$ cat src/rtl/ram_arbiter_if.sv
// Requester-side and RAM-side bus bundle for ram_arbiter.
// The slave modport is the arbiter's view; master is the surrounding system's view.
interface ram_arbiter_if #(
    parameter int unsigned NREQ = 3
);
    logic [NREQ-1:0]       req_ren;
    logic [NREQ-1:0]       req_wen;
    logic [NREQ-1:0][31:0] req_addr;
    logic [NREQ-1:0][31:0] req_store;
    logic [NREQ-1:0]       req_wait;
    logic [NREQ-1:0]       req_err;
    logic [31:0]           req_load;
    logic                  ramREN;
    logic                  ramWEN;
    logic [31:0]           ramaddr;
    logic [31:0]           ramstore;
    logic [31:0]           ramload;
    logic [1:0]            ramstate;
    logic                  busy;

    modport slave (
        input  req_ren, req_wen, req_addr, req_store, ramload, ramstate,
        output req_wait, req_err, req_load, ramREN, ramWEN, ramaddr, ramstore, busy
    );

    modport master (
        output req_ren, req_wen, req_addr, req_store, ramload, ramstate,
        input  req_wait, req_err, req_load, ramREN, ramWEN, ramaddr, ramstore, busy
    );
endinterface

$ cat src/rtl/ram_arbiter.sv
// Shares one RAM port among NREQ requesters, one transaction per grant, with hang timeout.
// Optional RAM_ARB_FIXED_PRIO_EN: fixed priority (lowest index) instead of round-robin.
module ram_arbiter #(
    parameter int unsigned NREQ    = 3,
    parameter int unsigned TIMEOUT = 255
) (
    input logic          CLK,
    input logic          nRST,
    ram_arbiter_if.slave bus
);
    localparam int unsigned GW = (NREQ > 1) ? $clog2(NREQ) : 1;
    localparam int unsigned CW = $clog2(TIMEOUT + 1);
    localparam logic [1:0]  RS_ACCESS = 2'd2;
    localparam logic [1:0]  RS_ERROR  = 2'd3;

    typedef enum logic {
        IDLE  = 1'b0,
        GRANT = 1'b1
    } state_t;

    state_t          state_q, state_d;
    logic [GW-1:0]   gnt_q, gnt_d;
    logic [CW-1:0]   cnt_q, cnt_d;
    logic [GW-1:0]   pick;
    logic [NREQ-1:0] active;

    assign active       = bus.req_ren | bus.req_wen;
    assign bus.req_load = bus.ramload;

`ifdef RAM_ARB_FIXED_PRIO_EN
    // Lowest active index wins.
    always_comb begin
        pick = '0;
        for (int i = int'(NREQ) - 1; i >= 0; i--) begin
            if (active[i]) pick = GW'(i);
        end
    end
`else
    logic [GW-1:0] last_q, last_d;
    int unsigned   idx;
    logic          found;

    // Round-robin: first active index starting just after the last winner.
    always_comb begin
        pick  = '0;
        found = 1'b0;
        idx   = 0;
        for (int unsigned k = 0; k < NREQ; k++) begin
            idx = (32'(last_q) + 32'd1 + k) % NREQ;
            if (!found && active[idx]) begin
                found = 1'b1;
                pick  = GW'(idx);
            end
        end
    end

    always_ff @(posedge CLK or negedge nRST) begin
        if (!nRST) last_q <= GW'(NREQ - 1);
        else       last_q <= last_d;
    end
`endif

    always_ff @(posedge CLK or negedge nRST) begin
        if (!nRST) begin
            state_q <= IDLE;
            gnt_q   <= '0;
            cnt_q   <= '0;
        end else begin
            state_q <= state_d;
            gnt_q   <= gnt_d;
            cnt_q   <= cnt_d;
        end
    end

    // Next state and RAM/requester handshake; exits checked in priority order.
    always_comb begin
        state_d      = state_q;
        gnt_d        = gnt_q;
        cnt_d        = cnt_q;
`ifndef RAM_ARB_FIXED_PRIO_EN
        last_d       = last_q;
`endif
        bus.ramREN   = 1'b0;
        bus.ramWEN   = 1'b0;
        bus.ramaddr  = '0;
        bus.ramstore = '0;
        bus.req_wait = '1;
        bus.req_err  = '0;
        bus.busy     = 1'b0;

        case (state_q)
            IDLE: begin
                if (|active) begin
                    state_d = GRANT;
                    gnt_d   = pick;
                    cnt_d   = '0;
`ifndef RAM_ARB_FIXED_PRIO_EN
                    last_d  = pick;
`endif
                end
            end
            GRANT: begin
                bus.busy     = 1'b1;
                cnt_d        = cnt_q + CW'(1);
                bus.ramWEN   = bus.req_wen[gnt_q];
                bus.ramREN   = bus.req_ren[gnt_q] & ~bus.req_wen[gnt_q];
                bus.ramaddr  = bus.req_addr[gnt_q];
                bus.ramstore = bus.req_store[gnt_q];
                if (!active[gnt_q]) begin
                    state_d = IDLE;
                end else if (bus.ramstate == RS_ERROR) begin
                    bus.req_err[gnt_q] = 1'b1;
                    state_d            = IDLE;
                end else if (bus.ramstate == RS_ACCESS) begin
                    bus.req_wait[gnt_q] = 1'b0;
                    state_d             = IDLE;
                end else if (cnt_q == CW'(TIMEOUT - 1)) begin
                    // Counter value k-1 in the k-th GRANT cycle, so this is cycle TIMEOUT.
                    bus.req_err[gnt_q] = 1'b1;
                    state_d            = IDLE;
                end
            end
            default: state_d = IDLE;
        endcase
    end
endmodule

$ cat src/flat_wrapper.sv
// flat-port wrapper written by rule: the top's interface ports become plain ports
module ram_arbiter_flat 
#(
    parameter int unsigned NREQ    = 3,
    parameter int unsigned TIMEOUT = 255
)
  (CLK, nRST, bus_req_ren, bus_req_wen, bus_req_addr, bus_req_store, bus_ramload, bus_ramstate, bus_req_wait, bus_req_err, bus_req_load, bus_ramREN, bus_ramWEN, bus_ramaddr, bus_ramstore, bus_busy);
  ram_arbiter_if #(.NREQ(NREQ)) bus_i ();
  input logic CLK;
  input logic nRST;
  input wire logic [$bits(bus_i.req_ren)-1:0] bus_req_ren;
  input wire logic [$bits(bus_i.req_wen)-1:0] bus_req_wen;
  input wire logic [$bits(bus_i.req_addr)-1:0] bus_req_addr;
  input wire logic [$bits(bus_i.req_store)-1:0] bus_req_store;
  input wire logic [$bits(bus_i.ramload)-1:0] bus_ramload;
  input wire logic [$bits(bus_i.ramstate)-1:0] bus_ramstate;
  output wire logic [$bits(bus_i.req_wait)-1:0] bus_req_wait;
  output wire logic [$bits(bus_i.req_err)-1:0] bus_req_err;
  output wire logic [$bits(bus_i.req_load)-1:0] bus_req_load;
  output wire logic [$bits(bus_i.ramREN)-1:0] bus_ramREN;
  output wire logic [$bits(bus_i.ramWEN)-1:0] bus_ramWEN;
  output wire logic [$bits(bus_i.ramaddr)-1:0] bus_ramaddr;
  output wire logic [$bits(bus_i.ramstore)-1:0] bus_ramstore;
  output wire logic [$bits(bus_i.busy)-1:0] bus_busy;
  assign bus_i.req_ren = bus_req_ren;
  assign bus_i.req_wen = bus_req_wen;
  assign bus_i.req_addr = bus_req_addr;
  assign bus_i.req_store = bus_req_store;
  assign bus_i.ramload = bus_ramload;
  assign bus_i.ramstate = bus_ramstate;
  assign bus_req_wait = bus_i.req_wait;
  assign bus_req_err = bus_i.req_err;
  assign bus_req_load = bus_i.req_load;
  assign bus_ramREN = bus_i.ramREN;
  assign bus_ramWEN = bus_i.ramWEN;
  assign bus_ramaddr = bus_i.ramaddr;
  assign bus_ramstore = bus_i.ramstore;
  assign bus_busy = bus_i.busy;
  ram_arbiter #(.NREQ(NREQ), .TIMEOUT(TIMEOUT)) u_core (.CLK(CLK), .nRST(nRST), .bus(bus_i));
endmodule
$ cat config.mk
export PLATFORM = sky130hd
export DESIGN_NAME = ram_arbiter_flat
export DESIGN_NICKNAME = d
export VERILOG_FILES = /design/src/rtl/ram_arbiter_if.sv /design/src/rtl/ram_arbiter.sv /design/src/flat_wrapper.sv
export SDC_FILE = /design/constraint.sdc
export NUM_CORES = 1
export LEC_CHECK = 0
export ABC_AREA = 1
export BUFFER_PORTS_ARGS = -buffer_cell sky130_fd_sc_hd__buf_4
export CAP_MARGIN = 20
export CORE_AREA = 5 5 128 130
export CTS_CLUSTER_DIAMETER = 40
export DETAILED_ROUTE_END_ITERATION = 7
export DIE_AREA = 0 0 133 135
export SYNTH_ARGS = -nofsm -noshare
export SYNTH_HDL_FRONTEND = slang
export SYNTH_SLANG_ARGS = --single-unit
$ cat constraint.sdc
create_clock -name CLK -period 4 [get_ports CLK]
set_clock_uncertainty 0.2 [all_clocks]
set_input_delay 0.2 -clock CLK [delete_from_list [all_inputs] [get_ports CLK]]
set_output_delay 0.2 -clock CLK [all_outputs]
set_load 0.01 [all_outputs]
# Yosys cells after proc, flatten, opt, wreduce, memory -nomap -nowiden
# Cells that the tools add are included.
[op_classes]
n_mux = 45
n_lt_le_gt_ge = 5
n_addsub = 4
bitwise = 5
reduce_logical = 7
n_eq_ne = 4
n_div = 3
[op_table]
columns = ["cell", "count"]
rows = [
  ["binary-select mux 32 bit (select 2 bit)", 2],
  ["2-to-1 mux 32 bit", 4],
  ["less-than comparator 32 x 3 -> 1 bit (second input constant)", 3],
  ["remainder unit 32 x 2 -> 32 bit (second input constant)", 3],
  ["adder 32 x 1 -> 32 bit (second input constant)", 1],
  ["adder 32 x 2 -> 32 bit (second input constant)", 1],
  ["2-to-1 mux 3 bit", 9],
  ["2-to-1 mux 1 bit", 17],
  ["case mux 8 bit (2 select lines)", 1],
  ["binary-select mux 1 bit (select 2 bit)", 6],
  ["adder 8 x 1 -> 8 bit (second input constant)", 1],
  ["equality test 8 bit (second input constant)", 1],
  ["2-to-1 mux 8 bit", 1],
  ["2-to-1 mux 2 bit", 3],
  ["equality test 2 bit (second input constant)", 2],
  ["adder 2 x 1 -> 3 bit (second input constant)", 1],
  ["logical AND 1 bit", 3],
  ["less-than comparator 2 x 3 -> 1 bit (second input constant)", 1],
  ["NOT 3 bit", 1],
  ["OR 3 bit", 1],
  ["OR reduction 3 bit", 1],
  ["demux 1 bit (select 2 bit)", 1],
  [">= comparator 2 x 1 -> 1 bit (second input constant)", 1],
  ["logical NOT 1 bit", 2],
  ["other kinds (5)", 6],
]
[totals]
register_bits = 13
output_inout_bits = 105

# Longest topological paths before layout
[depth]
depth_word = 11
depth_mapped = 11
ltp_nobuf = 11

# Worst setup path after synthesis
# OpenSTA, ideal clock, no wires.
[synth_timing]
path_kind = "reg2reg"
from = "register u_core.last_q[1]"
to = "register u_core.gnt_q[1]"
required_time_ns = 3.681
slack_ns = 2.204
path_buffers = 0
t_arrival_ns = 1.476
setup_ns = 0.119
synth_period_minus_slack_ns = 1.796
path_stages_with_launch = 11
cell_sequence = "dfstp_2 > inv_1 > ha_1 > inv_1 > nand2_1 > nand2_1 > nand2_1 > nand2_1 > nand4_1 > nand3_1 > nand2_1"
[synth_between]
elab_chain_cells = 11
[synth_rtl]
columns = ["item", "line_no", "rtl"]
rows = [
  ["start, declared", "ram_arbiter.sv:39", "logic [GW-1:0] last_q, last_d;"],
  ["start signal, assigned", "ram_arbiter.sv:58", "if (!nRST) last_q <= GW'(NREQ - 1);"],
  ["start signal, assigned", "ram_arbiter.sv:59", "else last_q <= last_d;"],
  ["adder 2 x 1 -> 3 bit (*)", "ram_arbiter.sv:49", "idx = (32'(last_q) + 32'd1 + k) % NREQ;"],
  ["parallel branches: the longest is 9 deep, another holds adder 32 x 1 -> 32 bit", "--", ""],
  ["2-to-1 mux 2 bit (*)", "ram_arbiter.sv:50", "if (!found && active[idx]) begin"],
  ["end signal, assigned", "ram_arbiter.sv:70", "gnt_q <= gnt_d;"],
  ["end, declared", "ram_arbiter.sv:22", "logic [GW-1:0] gnt_q, gnt_d;"],
]
# Mark *: on every way between the ends. The select of a mux whose other input is x is not followed.
# A chain may end at the register's enable or synchronous reset.

# Final worst setup path
[layout_timing]
from = "register u_core.gnt_q[0]"
to = "output port bus_ramstore[3]"
[layout_between]
elab_chain_cells = 3
[layout_rtl]
columns = ["item", "line_no", "rtl"]
rows = [
  ["binary-select mux 32 bit (select 2 bit)", "ram_arbiter.sv:108", "bus.ramstore = bus.req_store[gnt_q];"],
  ["2-to-1 mux 32 bit (implied by the code)", "ram_arbiter.sv:108", ""],
  ["2-to-1 mux 32 bit", "ram_arbiter.sv:91", "case (state_q)"],
  ["end, declared", "flat_wrapper.sv:23", "output wire logic [$bits(bus_i.ramstore)-1:0] bus_ramstore;"],
]
# Every way passes these cells. The select of a mux whose other input is x is not followed.

==> flow_metrics.env <==
export IMPL_status="completed"
export IMPL_post_cts_setup_buffer_count=0
export IMPL_p_int_uw=1300
export IMPL_critPathKind="flip-flop to output pin"
export IMPL_critPathArrivalTime_ns=2.40
export IMPL_io_pins=339
export IMPL_mostFrequentLayoutCells="292 x nand2_1, 280 x buf_4, 84 x nand3_1"
export IMPL_timing_final_crit_share_pct=69.9
export IMPL_syn_area_per_cell_um2=4.82
export IMPL_final_common_cell="nand2_1"
export IMPL_grt_total_usage_pct=13.7
export IMPL_clk_path_buf_depth=2
export IMPL_rsz0062_at_grt="no"
export IMPL_combPwrFrac_pct=84.0
export IMPL_hpwl_um=11100
export IMPL_crit_family="buffers and inverters"
export IMPL_drive_above_1_share_pct=36.5
export IMPL_drt_wl_total_um=13800
export IMPL_via_count=4202
export IMPL_crit_buf_inv=5
export IMPL_area_delta_synth_final_pct=74.5
export IMPL_die_x_um=133
export IMPL_ant_nets=0
export IMPL_yosysSeqAreaShare_pct=10.9
export IMPL_powerDensity_nw_per_um2=573
export IMPL_power_uw=2780
export IMPL_cts_root_buf="clkbuf_16"
export IMPL_slew_headroom_pct=37.0
export IMPL_cts_hold_buf=1
export IMPL_cp_start_kind="flip-flop"
export IMPL_fp_dieArea_um2=18000
export IMPL_antenna_found_initial=0
export IMPL_vias_per_cell=4.25
export IMPL_clk_insertion_delay_late_ns=0.24
export IMPL_grt_overflow=0
export IMPL_p_leak_uw=0.00305
export IMPL_htree_levels=1
export IMPL_grt_pass1_wl_um=20500
export IMPL_placed_area_um2=4740
export IMPL_fin_nets=1039
export IMPL_worstPathMaxFanout=48
export IMPL_yosys_warnings=0
export IMPL_dr_first_iter_drc_count=214
export IMPL_rrSetupSlack_ns=2.00
export IMPL_whs_endpoint="u_core.state_q$_DFF_PN0_"
export IMPL_setup_viol=0
export IMPL_drt_drc_violations_left=0
export IMPL_yosysTopAreaCell="nand2_1"
export IMPL_pwr_share_clk_pct=7.4
export IMPL_cts_buffers=3
export IMPL_synth_nets=814
export IMPL_syn_cell_area_um2=2770
export IMPL_fin_crit_ns=2.80
export IMPL_netlist_top_cells_area="nand2_1 40%, nand3_1 15%, inv_1 11%, buf_4 10%, dfrtp_1 9.9%"
export IMPL_tightest_slew_ns=0.943
export IMPL_yosys_cell_types_count=24
export IMPL_tns_ns=0
export IMPL_clk_pin_slew_ns=0.04
export IMPL_crit_path_top_delay_cell="inv_2"
export IMPL_cp_end_kind="output pin"
export IMPL_dr_pass1_iters=5
export IMPL_rr_worst_depth=10
export IMPL_fp_coreArea_um2=15000
export IMPL_fin_util_pct=32.2
export IMPL_hold_depth=4
export IMPL_final_area_um2=4840
export IMPL_ys_ff_latch=12
export IMPL_hp_start="bus_ramstate[1]"
export IMPL_max_freq_ghz=0.358
export IMPL_synth_top_area_share_pct=39.5
export IMPL_required_ns=3.60
export IMPL_slowest_delay_ns=0.68
export IMPL_num_rows=45
export IMPL_path_cells="inv_2 > nand2_1 > inv_2 > buf_4 > nand2_1 > nand3_1 > nand2_1 > inv_1 > buf_4"
export IMPL_irDropWorstVdd_uv=233
export IMPL_cts_tree="yes"
export IMPL_hold_path_class="input port to flip-flop"
export IMPL_slew_viol_final=0
export IMPL_n_antenna_cell=0
export IMPL_cts_repair_resized=0
export IMPL_switching_share_pct=53.3
export IMPL_grt_max_degree=49
export IMPL_path_common_cell="nand2_1"
export IMPL_worstReg2RegEnd="u_core.gnt_q[1]$_DFFE_PN0P_"
export IMPL_grt_pass1_vias=4101
export IMPL_place_congestion=0.755
export IMPL_final_hold_viol_count=0
export IMPL_wl_per_cell_um=13.9
export IMPL_cap_violations=0
export IMPL_floorplan_initialDensity_pct=18.5
export IMPL_p_seq_share_pct=8.7
export IMPL_die_y_um=135
export IMPL_r2r_start="u_core.last_q[1]$_DFFE_PN1P_"
export IMPL_power_switching_uw=1480
export IMPL_portBuffers=274
export IMPL_clkSinkCount=12
export IMPL_netlist_instances=576
[sequential cells by signal (all words and copies together), names as in the netlist]
signal,flops
u_core.cnt_q,8
u_core.last_q,1
u_core.gnt_q,2
u_core.state_q,1
[tightest hold or removal path: stages]
cell	delay, ns
buf_4	0.08
inv_1	0.06
nand3_1	0.08
nand2_1	0.05
[synthesized netlist by cell type]
master	instances
a21oi_1	4
nand2_1	292
nor3_1	4
ha_1	4
o21a_1	1
o21ai_0	9
nor2_2	1
clkbuf_1	10
nand2_2	1
buf_1	6
xor2_1	1
o22ai_1	1
buf_2	8
inv_2	2
nand3_1	84
a221oi_1	1
nor2_1	13
buf_4	37
dfstp_2	1
nor2_4	1
a21boi_0	1
nand4_1	5
dfrtp_1	11
inv_1	78
[power groups by stage]
stage                     Sequential (µW)  Clock [µW]  Combinational (µW)
after global routing                  250         215                2610
after floorplan                       185           0                1410
after global placement                244           0                2370
final                                 241         204                2330
after detailed placement              244           0                2350
after CTS                             242         208                2360
[how the worst max path moves through the flow]
stage                                 start                          end  cells past startpoint
2_1_floorplan  u_core.last_q[1]$_DFFE_PN1P_  u_core.gnt_q[1]$_DFFE_PN0P_                     10
3_3_place_gp    u_core.gnt_q[0]$_DFFE_PN0P_              bus_ramstore[3]                      9
3_5_place_dp    u_core.gnt_q[0]$_DFFE_PN0P_              bus_ramstore[3]                      9
4_1_cts         u_core.gnt_q[0]$_DFFE_PN0P_              bus_ramstore[3]                      9
5_1_grt         u_core.gnt_q[0]$_DFFE_PN0P_              bus_ramstore[3]                      9
6_report        u_core.gnt_q[0]$_DFFE_PN0P_              bus_ramstore[3]                      9
[per-layer routing]
metal / share of wire [%] / vias to the layer above / wire, µm / track usage, %
met2: 48 / 231 / 6650 / 24.5
met4: 1.1 / 0 / 155 / 2.48
li1: - / 2157 / - / -
met5: 0 / - / 0 / 0
met3: 12 / 17 / 1600 / 3.91
met1: 39 / 1797 / 5340 / 16.5
[kinds of logic after synthesis]
logic type | Yosys count | share of synthesized area (%)
XOR/XNOR | 1 | 0.316
adder cells (fa/ha/maj) | 4 | 1.80
AND/OR/NAND/NOR | 401 | 59.1
AO/OA/AOI/OAI | 17 | 3.43
flip-flops | 12 | 10.9
buffers and inverters | 141 | 24.4
[final cells by class]
class | count | area (µm²)
Timing Repair Buffer | 281 | 2110
Sequential cell | 12 | 303
Clock buffer | 4 | 88.8
Fill cell | 1737 | 10200
Tap cell | 188 | 235
Inverter | 80 | 300
Multi-Input combinational cell | 423 | 1800
[through the flow]
step           hold WS, ns  cells  worst slack (ns)
2_1_floorplan       -0.296    576              2.20
3_3_place_gp        -0.149    983              1.36
3_5_place_dp        -0.146    983              1.38
4_1_cts             0.0704    988              1.12
5_1_grt             0.0956    988             0.954
6_report            0.0677    988              1.20
(Power assumes the default switching activity.)
